<file path="src/rtl/hazard_sched_unit.sv">
// Hazard scheduler for the 5-stage RV32 pipeline: stall/flush sequencing for load-use,
// branch squash and data-memory waits, plus execute-stage operand forwarding.
module hazard_sched_unit #(
   parameter int unsigned MEM_TIMEOUT = 16,
   parameter int unsigned CNT_W       = 16
) (
   input  logic             clk,
   input  logic             rst,
   input  logic [4:0]       RS1_D,
   input  logic [4:0]       RS2_D,
   input  logic [4:0]       RS1_E,
   input  logic [4:0]       RS2_E,
   input  logic [4:0]       RD_E,
   input  logic             ResultSrcE,
   input  logic             PCSrcE,
   input  logic [4:0]       RD_M,
   input  logic             RegWriteM,
   input  logic             MemReqM,
   input  logic             MemReadyM,
   input  logic [4:0]       RD_W,
   input  logic             RegWriteW,
   output logic             StallF,
   output logic             StallD,
   output logic             StallE,
   output logic             StallM,
   output logic             FlushD,
   output logic             FlushE,
   output logic [1:0]       ForwardAE,
   output logic [1:0]       ForwardBE,
   output logic             mem_err,
   output logic [CNT_W-1:0] stall_cnt
);

   localparam int unsigned WC_W = $clog2(MEM_TIMEOUT + 1);

   typedef enum logic [1:0] {
      ST_RUN      = 2'd0,
      ST_MEM_WAIT = 2'd1,
      ST_ERR      = 2'd2
   } state_t;

   state_t            state_q, state_d;
   logic [WC_W-1:0]   wait_q, wait_d;
   logic              err_q, err_d;
   logic [CNT_W-1:0]  cnt_q, cnt_d;

   logic              lw_haz;
   logic              mem_busy;

   assign lw_haz   = ResultSrcE && (RD_E != 5'd0) && ((RD_E == RS1_D) || (RD_E == RS2_D));
   assign mem_busy = MemReqM && !MemReadyM;

   // Operand forwarding: memory stage has priority over writeback
   always_comb begin
      ForwardAE = 2'b00;
      ForwardBE = 2'b00;
      if (!rst) begin
         if (RegWriteM && (RD_M != 5'd0) && (RD_M == RS1_E))      ForwardAE = 2'b10;
         else if (RegWriteW && (RD_W != 5'd0) && (RD_W == RS1_E)) ForwardAE = 2'b01;
         if (RegWriteM && (RD_M != 5'd0) && (RD_M == RS2_E))      ForwardBE = 2'b10;
         else if (RegWriteW && (RD_W != 5'd0) && (RD_W == RS2_E)) ForwardBE = 2'b01;
      end
   end

   // Next-state and stall/flush decode
   always_comb begin
      state_d = state_q;
      wait_d  = wait_q;
      err_d   = err_q;
      StallF  = 1'b0;
      StallD  = 1'b0;
      StallE  = 1'b0;
      StallM  = 1'b0;
      FlushD  = 1'b0;
      FlushE  = 1'b0;
      unique case (state_q)
         ST_RUN: begin
            if (mem_busy) begin
               // Branch in E is held, so it resolves once memory releases the pipe
               StallF  = 1'b1;
               StallD  = 1'b1;
               StallE  = 1'b1;
               StallM  = 1'b1;
               state_d = ST_MEM_WAIT;
               wait_d  = WC_W'(1);
            end else if (PCSrcE) begin
               FlushD = 1'b1;
               FlushE = 1'b1;
            end else if (lw_haz) begin
               StallF = 1'b1;
               StallD = 1'b1;
               FlushE = 1'b1;
            end
         end
         ST_MEM_WAIT: begin
            StallF = 1'b1;
            StallD = 1'b1;
            StallE = 1'b1;
            StallM = 1'b1;
            if (MemReadyM) begin
               state_d = ST_RUN;
               wait_d  = '0;
            end else if (wait_q == WC_W'(MEM_TIMEOUT)) begin
               state_d = ST_ERR;
               err_d   = 1'b1;
            end else begin
               wait_d = wait_q + WC_W'(1);
            end
         end
         ST_ERR: begin
            StallF = 1'b1;
            StallD = 1'b1;
            StallE = 1'b1;
            StallM = 1'b1;
         end
         default: state_d = ST_RUN;
      endcase
      if (rst) begin
         StallF = 1'b0;
         StallD = 1'b0;
         StallE = 1'b0;
         StallM = 1'b0;
         FlushD = 1'b0;
         FlushE = 1'b0;
      end
   end

   always_comb begin
      cnt_d = cnt_q;
      if (StallF && (cnt_q != '1)) cnt_d = cnt_q + CNT_W'(1);
   end

   always_ff @(posedge clk or posedge rst) begin
      if (rst) begin
         state_q <= ST_RUN;
         wait_q  <= '0;
         err_q   <= 1'b0;
         cnt_q   <= '0;
      end else begin
         state_q <= state_d;
         wait_q  <= wait_d;
         err_q   <= err_d;
         cnt_q   <= cnt_d;
      end
   end

   assign mem_err   = err_q;
   assign stall_cnt = cnt_q;

endmodule

</file>
<file path="config.mk">
export PLATFORM = sky130hd
export DESIGN_NAME = hazard_sched_unit
export DESIGN_NICKNAME = d
export VERILOG_FILES = /design/src/rtl/hazard_sched_unit.sv
export SDC_FILE = /design/constraint.sdc
export NUM_CORES = 1
export LEC_CHECK = 0
export ABC_AREA = 1
export ABC_CLOCK_PERIOD_IN_PS = 1600
export BUFFER_PORTS_ARGS = -buffer_cell sky130_fd_sc_hd__buf_2
export CORE_MARGIN = 5
export CORE_UTILIZATION = 46
export DETAILED_ROUTE_END_ITERATION = 10
export PLACE_DENSITY = 0.77
export SLEW_MARGIN = 20
export SYNTH_ARGS = -nofsm -noshare
export SYNTH_HDL_FRONTEND = slang
export SYNTH_SLANG_ARGS = --single-unit
</file>
<file path="constraint.sdc">
create_clock -name clk -period 1.6 [get_ports clk]
set_input_delay 0.08 -clock clk [delete_from_list [all_inputs] [get_ports clk]]
set_output_delay 0.08 -clock clk [all_outputs]
set_load 0.02 [all_outputs]
</file>
======== After elaboration in Yosys (flattened, before gate mapping) ========
Index checks and enable logic that the tools add are counted.
storage, ports and cells
  bits in registers ....................... 24
  RAM bits ................................ 0
  memory bits (read-only) ................. 0
  latch bits .............................. 0
  output and inout bits ................... 27
  memories ................................ 0
  input port bits ......................... 43
cells by class
  shift operators ......................... 0
  order comparisons ....................... 0
  muxes and demuxes ....................... 30
  reductions and logical operators ........ 21
  bitwise logic cells ..................... 2
  div/mod/pow operators ................... 0
  multiply operators ...................... 0
  equality and inequality tests ........... 13
  add/subtract/negate cells ............... 2
operators with widths
  operator                 number
  $eq A5 B5 Y1             6
  $add A16 B1 Y16 const B  1
  $mux W1                  16
  $ne A16 B16 Y1 const B   1
  $mux W5                  3
  $reduce_bool A5 Y1       3
  $mux W2                  7
  $logic_and A1 B1 Y1      10
  $pmux W5 S2              1
  $reduce_and A3 Y1        3
  $ne A3 B3 Y1 const B     2
  $pmux W2 S3              1
  $add A5 B1 Y5 const B    1
  $eq A5 B5 Y1 const B     1
  $pmux W1 S2              2
  $eq A2 B1 Y1 const B     1
  $eq A2 B2 Y1 const B     1
  $logic_not A2 Y1         1
  $ne A2 B2 Y1 const B     1
  $not A1 Y1               2
  $reduce_bool A2 Y1       1
  $reduce_or A2 Y1         1
  $logic_not A1 Y1         1
  $logic_or A1 B1 Y1       1

======== Longest topological paths before layout ========
Gate-level depths: netlist of run 1.
  word-level depth ........................ 9
  depth in mapped cells ................... 12
  gate-level depth less buffers ........... 12

======== Worst setup path after synthesis of run 1 ========
OpenSTA, ideal clock, no wires.
  kind .................................... register to register
  from .................................... register cnt_q[0], in the netlist stall_cnt[0]
  to ...................................... register cnt_q[2], in the netlist stall_cnt[2]
  required time ........................... 1.482 ns
  library setup time ...................... 0.118 ns
  data arrival time ....................... 1.530 ns
  cell stages (with the launch flop) ...... 8
  path slack .............................. -0.048 ns
  path buffers ............................ 1
  cell sequence ........................... dfrtp_1 -> ha_1 -> nand3_2 -> nor2_4 -> nand4_4 -> buf_2 -> nand3_1 -> nand2_1
between the ends
  cells in the longest elaborated chain, start to end .. 2
  elaborated cells on any way between the ends .. 3
  those cells by class .................... 1 x add/sub; 1 x eq/ne; 1 x reduce/logical
RTL lines
  item                                                                     line  text
  from (decl)                                                              45    logic [CNT_W-1:0] cnt_q, cnt_d;
  from (signal assigned)                                                   143   cnt_q <= cnt_d;
  parallel branches: the longest is 2 deep, another holds $add A16 B1 Y16  n/a
Parallel ways; which one is timed is not known.
A chain may end at the register's enable or synchronous reset.

======== Worst setup path in the final report of run 1 ========
  from .................................... register state_q[0]
  to ...................................... output StallD
between the ends
  cells in the longest elaborated chain, start to end .. 4
  elaborated cells on any way between the ends .. 6
  those cells by class .................... 2 x eq/ne; 2 x mux; 2 x reduce/logical
RTL lines
  item                                                 line  text
  from (decl)                                          42    state_t state_q, state_d;
  from (signal assigned)                               140   state_q <= state_d;
  $eq A2 B1 Y1 / $eq A2 B2 Y1 (equally long branches)  76    unique case (state_q)
  $reduce_or A2 Y1 (no source line)                    n/a
  $pmux W1 S2 (*)                                      76
  $mux W1 (*)                                          118   if (rst) begin
  to (decl)                                            23    output logic StallD,
Mark *: on every way between the ends. The rest lies on a longest branch, timed or not.

==> flow_summary.ini, run 1 <==
[sta]
drv_slew = 0
tightest_slew_ns = 0.323
maxSlewHeadroom = 0.785
min_period_ns = 1.69
fin_skew_ns = 0.00277
hold_violations = 0
clock.fmax_mhz = 591
grt_setup_unrepaired = yes
report.final.setup_viol = 11
fin_ws_ns = -0.0934
min_period_over_period = 1.06

[place]
dpl-instance-area_sq_um = 2630
hpwl_microns = 4070
io_buffers = 69
gp_congestion = 0.860
place_ws_ns = -0.0171

[outcome]
status = complete, but fails checks
violations = negative setup slack

[synthesis]
synth_area_per_cell_sq_um = 7.01
synth_seq_cells = 24
ys_seq_area_frac = 0.282
synth_edf_count = 0
yosys_warnings = 0
yosys.area.top_type = dfrtp_1
syn_nets = 354
async_reset_ff_frac = 1.00
yosysTopAreaCellShare = 0.282
synth_cells = 304
synth_area_sq_um = 2130
synth_area_leaders = dfrtp_1 28%, nand2_1 13%, nand3_1 6.8%, inv_1 6.7%, xnor2_1 6.2%
ys_types = 34
synth-main-ff-cell = dfrtp_1

[cts]
cts_sinks = 24
root_buffer = clkbuf_8
htree_levels = 1
clockBufferDepth = 2
clk_latency_ns = 0.27
cts_tree = done
numCtsBuffers = 3
clk_pin_slew_worst_paths_ns = 0.09

[floorplanning]
io_pins = 70
core_sq_um = 4410
start_util = 0.483
row_count = 24
die_w_microns = 78.1
chipHeight_microns = 78.1
die_area_sq_um = 6100

[routing]
dr_total_vias = 2259
drt_first_pass_iters = 4
routed_wl_microns = 5580
route.detailed.drc = 0
via_per_inst = 4.94
first_iter_violations = 176
final_antenna_net_count = 0
post_drt_wl_per_cell_microns = 12.2

[setup_path]
critical_path.max_fanout = 7
cp-endpoint = StallD
worstSetupPathType = reg -> out
r2r_slack_ns = -0.05
r2r_cells = 9
r2r_start = state_q[0]$_DFFE_PP0P_
crit_arrival_ns = 1.61
critPathLaunch = state_q[0]$_DFFE_PP0P_
required_ns = 1.52
r2r_end = wait_q[4]$_DFFE_PP0P_
start_kind = register
cp-end-kind = primary output

[power_and_ir_drop]
total_power_mw = 2.79
leakage_nw = 1.60
cellPowerDensity_nw_per_um2 = 948
vdd.ir_drop.worst_mv = 0.519

[grt]
grt_use_total = 0.172
first_global_vias = 2104
grt_pass1_wl_microns = 9020
grt_overflow = 0
grt_max_degree = 25
grt_antenna_before_repair = 0

[worst_hold_path]
min_path_type = in -> reg

[run]
drv_cap = 0

[finish]
syn_to_final_growth_pct = 38.0
drive_gt1_frac = 0.385
diodes = 0
fin_area_sq_um = 2940
fin_nets = 457
area by class of cell:
type,count,area (sq um)
multi-input cells,231,1410
flip-flops and latches,24,603
fillers,341,1470
repair buffers,103,653
clock buffers,3,41.3
inverters,44,168
well taps,52,65.1
Yosys cell counts, types with 2 or more instances:
cell and instances:
nand2_1 73, inv_1 38, nor2_1 32, nand3_1 29, dfrtp_1 24, xnor2_1 15
xor2_1 15, nand2_2 12, o21ai_0 10, ha_1 7, inv_2 5, nand4_1 5
nor3_1 5, a21oi_1 4, buf_4 4, and3_1 3, or2_2 3, nand2_4 2
nand3_2 2, nor3_2 2
sequential cells by signal (all words and copies together) (netlist names):
name	cells
wait_q	5
stall_cnt	16
mem_err	1
state_q	2
how the worst min path moves through the flow:
stage	start	end	depth (start not counted)
floorplan	MemReadyM	wait_q[4]$_DFFE_PP0P_	1
global placement	rst	state_q[0]$_DFFE_PP0P_	3
detailed placement	rst	state_q[0]$_DFFE_PP0P_	3
CTS	MemReadyM	wait_q[4]$_DFFE_PP0P_	2
global route	MemReadyM	wait_q[4]$_DFFE_PP0P_	2
finish	MemReadyM	wait_q[4]$_DFFE_PP0P_	2
worst max-delay path, stage by stage, from the launching register on:
cell and delay, ns:
dfrtp_1 0.40, inv_2 0.10, ha_4 0.14, inv_2 0.04
nor4_4 0.21, nand3_2 0.12, nand2_4 0.09, buf_12 0.12
buf_6 0.11
power by group:
group	leakage (nW)	internal, mW	total [mW]	switching, mW
Combinational	1.26	0.720	1.61	0.890
Sequential	0.321	0.714	0.810	0.0968
Clock	0.0216	0.169	0.369	0.200
cell usage in the layout (no fill, tap or decap), types with 2 or more instances in the layout:
cell / count
nand3_2: 2
clkbuf_8: 3
nor3_1: 5
nand2_4: 2
nand3_1: 29
nand4_1: 5
nand2_8: 2
ha_4: 2
buf_6: 4
nor2_2: 2
nand2_1: 71
inv_2: 11
nand2_2: 13
nor2_4: 2
buf_2: 65
buf_4: 31
xnor2_1: 15
ha_1: 4
or2_2: 3
o21ai_0: 9
inv_1: 31
buf_12: 2
nor3_2: 2
and3_1: 3
a21oi_1: 3
dfrtp_1: 22
nor2_1: 29
dfrtp_2: 2
xor2_1: 15
layer usage:
layer,share of wire,up-vias,GRT usage,wire (microns)
met1,0.42,1018,0.226,2370
met3,0.067,7,0.0252,376
met4,0.013,0,0.0422,72
met5,0,-,0,0
li1,-,1161,-,-
met2,0.49,73,0.296,2760
per-stage QoR:
| stage | TNS [ns] | utilization | cells | hold WS (ns) |
|---|---|---|---|---|
| after CTS | -0.193 | 0.624 | 444 | 0.0197 |
| after detailed placement | -0.0537 | 0.596 | 436 | 0.267 |
| final | -0.332 | 0.667 | 457 | 0.0607 |
| after global routing | -2.40 | 0.667 | 457 | 0.0751 |
| after global placement | 0 | 0.596 | 436 | 0.268 |
| after floorplan | 0 | - | 304 | 0.177 |
what timing repair did:
| item | 4_1_cts | 5_1_grt |
|---|---|---|
| hold buffers | 1 | 0 |
| setup endpoints to repair | 20 | 29 |
| pin swaps | 2 | 4 |
| resized for setup | 13 | 22 |
| setup buffers | 4 | 12 |
| endpoints found under the hold margin | 24 | 0 |
| gates cloned | 0 | 1 |
logic make-up after synthesis:
| kind of cell | share of synthesized area |
|---|---|
| simple gates | 0.401 |
| buf+inv | 0.103 |
| xor+xnor | 0.123 |
| flops | 0.282 |
| compound gates | 0.0499 |
| fa+ha+maj | 0.0411 |
Power figures use the tool's default switching activity.
==> run 2: changes to the inputs <==
ABC_CLOCK_PERIOD_IN_PS = 1700   (was 1600)
CORE_UTILIZATION = 51   (was 46)
PLACE_DENSITY = 0.8   (was 0.77)
clock period = 1.7 ns   (was 1.6 ns; I/O delays follow)
==> run 2 against run 1 <==
Compared with the run above:
- the run now ends clean
- global-route usage up 2.3 points
- clock-buffer cell count unchanged
- flip-flop and latch count unchanged
- non-clock buffer count down 15
- core utilization up 1.6 points
- sequential share of layout area up 1.4 points
- clock skew down 0.0011 ns
- clock power down 9.8%
- register-to-register slack better by 0.13 ns
- combinational power down 24%
- total power down 16%
- die area down 8.6%
- largest cell class unchanged
- largest power group unchanged
- highest routed layer unchanged
==> flow_summary.ini, run 2 (synthesis gave the netlist of run 1 again) <==
[routing]
routed_wl_microns = 5440
first_iter_violations = 118
wl_met3_microns = 343
wl_met2_microns = 2730
drt_first_pass_iters = 4
dr_total_vias = 2235
post_drt_wl_per_cell_microns = 12.4
final_antenna_net_count = 0
dr.max_layer_used = met4
route.detailed.drc = 0
via_per_inst = 5.08
wl_met1_microns = 2250

[worst_hold_path]
min_path_type = in -> reg

[floorplanning]
start_util = 0.529
core_sq_um = 4030
die_area_sq_um = 5570
chipHeight_microns = 74.7
row_count = 23
die_w_microns = 74.7
io_pins = 70

[setup_path]
cp-end-kind = primary output
required_ns = 1.62
cpMaxStageDelayCell = dfrtp_1
path_buf_inv = 3
critPathMaxStageDelay_ns = 0.41
worstSetupPathType = reg -> out
critPathTopFamily = flip-flops
crit_arrival_ns = 1.60
start_kind = register
path_cells = inv_2 > ha_2 > inv_1 > o21bai_1 > nand2_2 > nand2_4 > buf_6
critical_path.max_fanout = 5

[power_and_ir_drop]
vdd.ir_drop.worst_mv = 0.428
leakage_nw = 1.51
cellPowerDensity_nw_per_um2 = 850
total_power_mw = 2.34

[sta]
hold_slack_ns = 0.0380
tightest_slew_ns = 0.312
maxSlewHeadroom = 0.792
clock.fmax_mhz = 595
drv_slew = 0
min_period_ns = 1.68
min_period_over_period = 0.989
hold_violations = 0
timing.setup.tns_ns = 0
fin_ws_ns = 0.0195
report.final.setup_viol = 0
fin_skew_ns = 0.00168
grt_setup_unrepaired = yes

[cts]
clockBufferDepth = 2
root_buffer = clkbuf_8
cts_sinks = 24
cts_tree = done
clk_latency_ns = 0.27
clk_pin_slew_worst_paths_ns = 0.08
htree_levels = 1
numCtsBuffers = 3

[finish]
syn_to_final_growth_pct = 28.9
layout_common_cells = 72 x nand2_1, 65 x buf_2, 34 x inv_1, 30 x nor2_1, 29 x nand3_1
fillers = 319
drive_gt1_frac = 0.341
largest_register_ffs = 16
fin_nets = 442
layoutNonFillerInstCount = 440
diodes = 0
layout_commonest_cell = nand2_1

[place]
io_buffers = 69
hpwl_microns = 4190
gp_congestion = 0.847
place_ws_ns = 0.0410
place_inst = 429

[grt]
grt_pass1_wl_microns = 8680
grt_max_degree = 25
grt_antenna_before_repair = 0
grt_overflow = 0
first_global_vias = 2120
grt_use_total = 0.195

[run]
drv_cap = 0

[outcome]
status = finished clean
run 2: cell types whose count changed in the layout (fill, tap and decap cells not counted), sizes merged:
cell,previous run,this run
buf,102,87
run 2: repair_timing:
action / 4_1_cts / 5_1_grt
gates cloned: 1 / 0
buffers inserted: 5 / 2
endpoints found under the setup margin: 2 / 26
hold buffers: 1 / 0
pin swaps: 3 / 7
resized for setup: 5 / 19
endpoints found under the hold margin: 24 / 0
run 2: per-layer routing:
metal  vias up  track usage
met2        76        0.344
met4         0       0.0731
li1       1135            -
met3        11       0.0280
met5         -            0
met1      1013        0.240
run 2: power by group:
group	switching, mW	internal, mW
clock	0.175	0.159
combinational	0.736	0.499
sequential	0.0995	0.668
run 2: final cells by class:
class | instances | area (sq um) | share of cell area
Clock buffer | 3 | 41.3 | 0.0150
Tap cell | 50 | 62.6 | 0.0228
Sequential cell | 24 | 601 | 0.218
Inverter | 44 | 165 | 0.0601
Multi-Input combinational cell | 231 | 1360 | 0.496
Timing Repair Buffer | 88 | 515 | 0.188
run 2: path summary, 6_finish.rpt:
| check | depth (start not counted) | slack, ns | start | end |
|---|---|---|---|---|
| max | 7 | 0.02 | state_q[0]$_DFFE_PP0P_ | StallD |
| min | 2 | 0.04 | MemReadyM | wait_q[4]$_DFFE_PP0P_ |
| max reg2reg | 9 | 0.08 | state_q[0]$_DFFE_PP0P_ | state_q[0]$_DFFE_PP0P_ |
| min reg2reg | 1 | 0.48 | mem_err$_DFFE_PP0P_ | mem_err$_DFFE_PP0P_ |
| max in group asynchronous | 4 | 0.95 | rst | wait_q[4]$_DFFE_PP0P_ |
| min in group asynchronous | 4 | 0.52 | rst | stall_cnt[2]$_DFFE_PP0P_ |
run 2: through the flow:
step | cell area [sq um] | utilization
floorplan | 2130 | -
global placement | 2570 | 0.639
detailed placement | 2570 | 0.639
CTS | 2670 | 0.663
global route | 2750 | 0.682
finish | 2750 | 0.682
==> run 3: changes to the inputs <==
MAX_ROUTING_LAYER = met4   (was not set)
==> run 3 against run 2 <==
Compared with the run above:
- hold slack is essentially flat
- combinational power is essentially flat
- setup slack is essentially flat
- critical path depth is the same
- fmax is essentially flat
- total power is essentially flat
- register-to-register slack is essentially flat
- cell count is the same
- via count shrank 0.18%
- first-iteration DRC count grew 12%
==> flow_summary.ini, run 3 (synthesis gave the netlist of run 1 again) <==
[cts]
clockBufferDepth = 2
htree_levels = 1
clk_pin_slew_worst_paths_ns = 0.08
numCtsBuffers = 3
clk_latency_ns = 0.27
cts_sinks = 24
root_buffer = clkbuf_8
cts_tree = done

[power_and_ir_drop]
pwr-share-seq = 0.329
switching_power_mw = 1.01
leakage_nw = 1.51
total_power_mw = 2.34
cellPowerDensity_nw_per_um2 = 850
vdd.ir_drop.worst_mv = 0.428
pwr-share-comb = 0.529
clkPwrFrac = 0.143
p_int_mw = 1.33
swShare = 0.433

[setup_path]
critPathMaxStageDelay_ns = 0.41
crit_arrival_ns = 1.60
worstSetupPathType = reg -> out
cp.depth = 7
r2r_cells = 9
required_ns = 1.62
critical_path.max_fanout = 5
start_kind = register
critPathTopFamily = flip-flops
path_buf_inv = 3
cpMaxStageDelayCell = dfrtp_1
cp-end-kind = primary output
path_cells = inv_2 > ha_2 > inv_1 > o21bai_1 > nand2_2 > nand2_4 > buf_6

[floorplanning]
io_pins = 70
die_area_sq_um = 5570
chipHeight_microns = 74.7
core_sq_um = 4030
row_count = 23
die_w_microns = 74.7
start_util = 0.529

[sta]
timing.setup.tns_ns = 0
clock.fmax_mhz = 595
min_period_ns = 1.68
fin_skew_ns = 0.00185
tightest_slew_ns = 0.311
min_period_over_period = 0.989
drv_slew = 0
report.final.setup_viol = 0
hold_slack_ns = 0.0380
maxSlewHeadroom = 0.793
hold_violations = 0
grt_setup_unrepaired = yes

[grt]
grt_max_degree = 25
grt_antenna_before_repair = 0
grt_pass1_wl_microns = 8680
grt_use_total = 0.201
grt_overflow = 0
first_global_vias = 2120

[finish]
drive_gt1_frac = 0.341
syn_to_final_growth_pct = 28.9
layout_commonest_cell = nand2_1
fin_nets = 442
layout_common_cells = 72 x nand2_1, 65 x buf_2, 34 x inv_1, 30 x nor2_1, 29 x nand3_1
diodes = 0
largest_register_ffs = 16

[routing]
post_drt_wl_per_cell_microns = 12.4
dr_total_vias = 2231
first_iter_violations = 132
routed_wl_microns = 5440
route.detailed.drc = 0
final_antenna_net_count = 0
via_per_inst = 5.07
drt_first_pass_iters = 4

[place]
io_buffers = 69
hpwl_microns = 4190
gp_congestion = 0.860

[outcome]
status = finished clean

[worst_hold_path]
min_path_type = in -> reg
hold_depth = 2

[run]
drv_cap = 0
-- run 3: layout make-up --
cell class	instances	area (sq um)
Multi-Input combinational cell	231	1360
Fill cell	319	1280
Sequential cell	24	601
Timing Repair Buffer	88	515
Inverter	44	165
Tap cell	50	62.6
Clock buffer	3	41.3
-- run 3: power by group through the flow --
stage          clock network [mW]  logic [mW]  registers (mW)
4_1_cts                     0.336        1.12           0.759
6_report                    0.334        1.23           0.768
3_5_place_dp                    0        1.05           0.778
2_1_floorplan                   0       0.681           0.839
5_1_grt                     0.358        1.38           0.780
3_3_place_gp                    0        1.03           0.772
-- run 3: what timing repair did --
action                                  4_1_cts  5_1_grt
resized for setup                             5       19
gates cloned                                  1        0
buffers inserted                              5        2
hold buffers                                  1        0
hold endpoints to repair                     24        0
endpoints found under the setup margin        2       26
pin swaps                                     3        7
-- run 3: worst paths after layout --
| check | from | slack, ns | to |
|---|---|---|---|
| worst max-delay path | state_q[0]$_DFFE_PP0P_ | 0.02 | StallD |
| worst min register to register | mem_err$_DFFE_PP0P_ | 0.48 | mem_err$_DFFE_PP0P_ |
| max in group asynchronous | rst | 0.95 | wait_q[4]$_DFFE_PP0P_ |
| min in group asynchronous | rst | 0.52 | stall_cnt[2]$_DFFE_PP0P_ |
| worst min-delay path | MemReadyM | 0.04 | wait_q[4]$_DFFE_PP0P_ |
| worst max register to register | state_q[0]$_DFFE_PP0P_ | 0.08 | state_q[0]$_DFFE_PP0P_ |
-- run 3: through the flow --
stage / utilization / cell area (sq um) / setup slack [ns] / std cells
finish: 0.682 / 2750 / 0.0193 / 440
global placement: 0.639 / 2570 / 0.114 / 429
detailed placement: 0.639 / 2570 / 0.0410 / 429
global route: 0.682 / 2750 / -0.0424 / 440
CTS: 0.663 / 2670 / -0.0181 / 438
floorplan: - / 2130 / 0.0523 / 304
-- run 3: per-layer routing --
metal	up-vias	global-route usage	wire (microns)
met5	-	-	0
met3	11	0.0214	338
met4	0	0.0731	114
met2	76	0.344	2720
li1	1135	-	-
met1	1009	0.244	2270
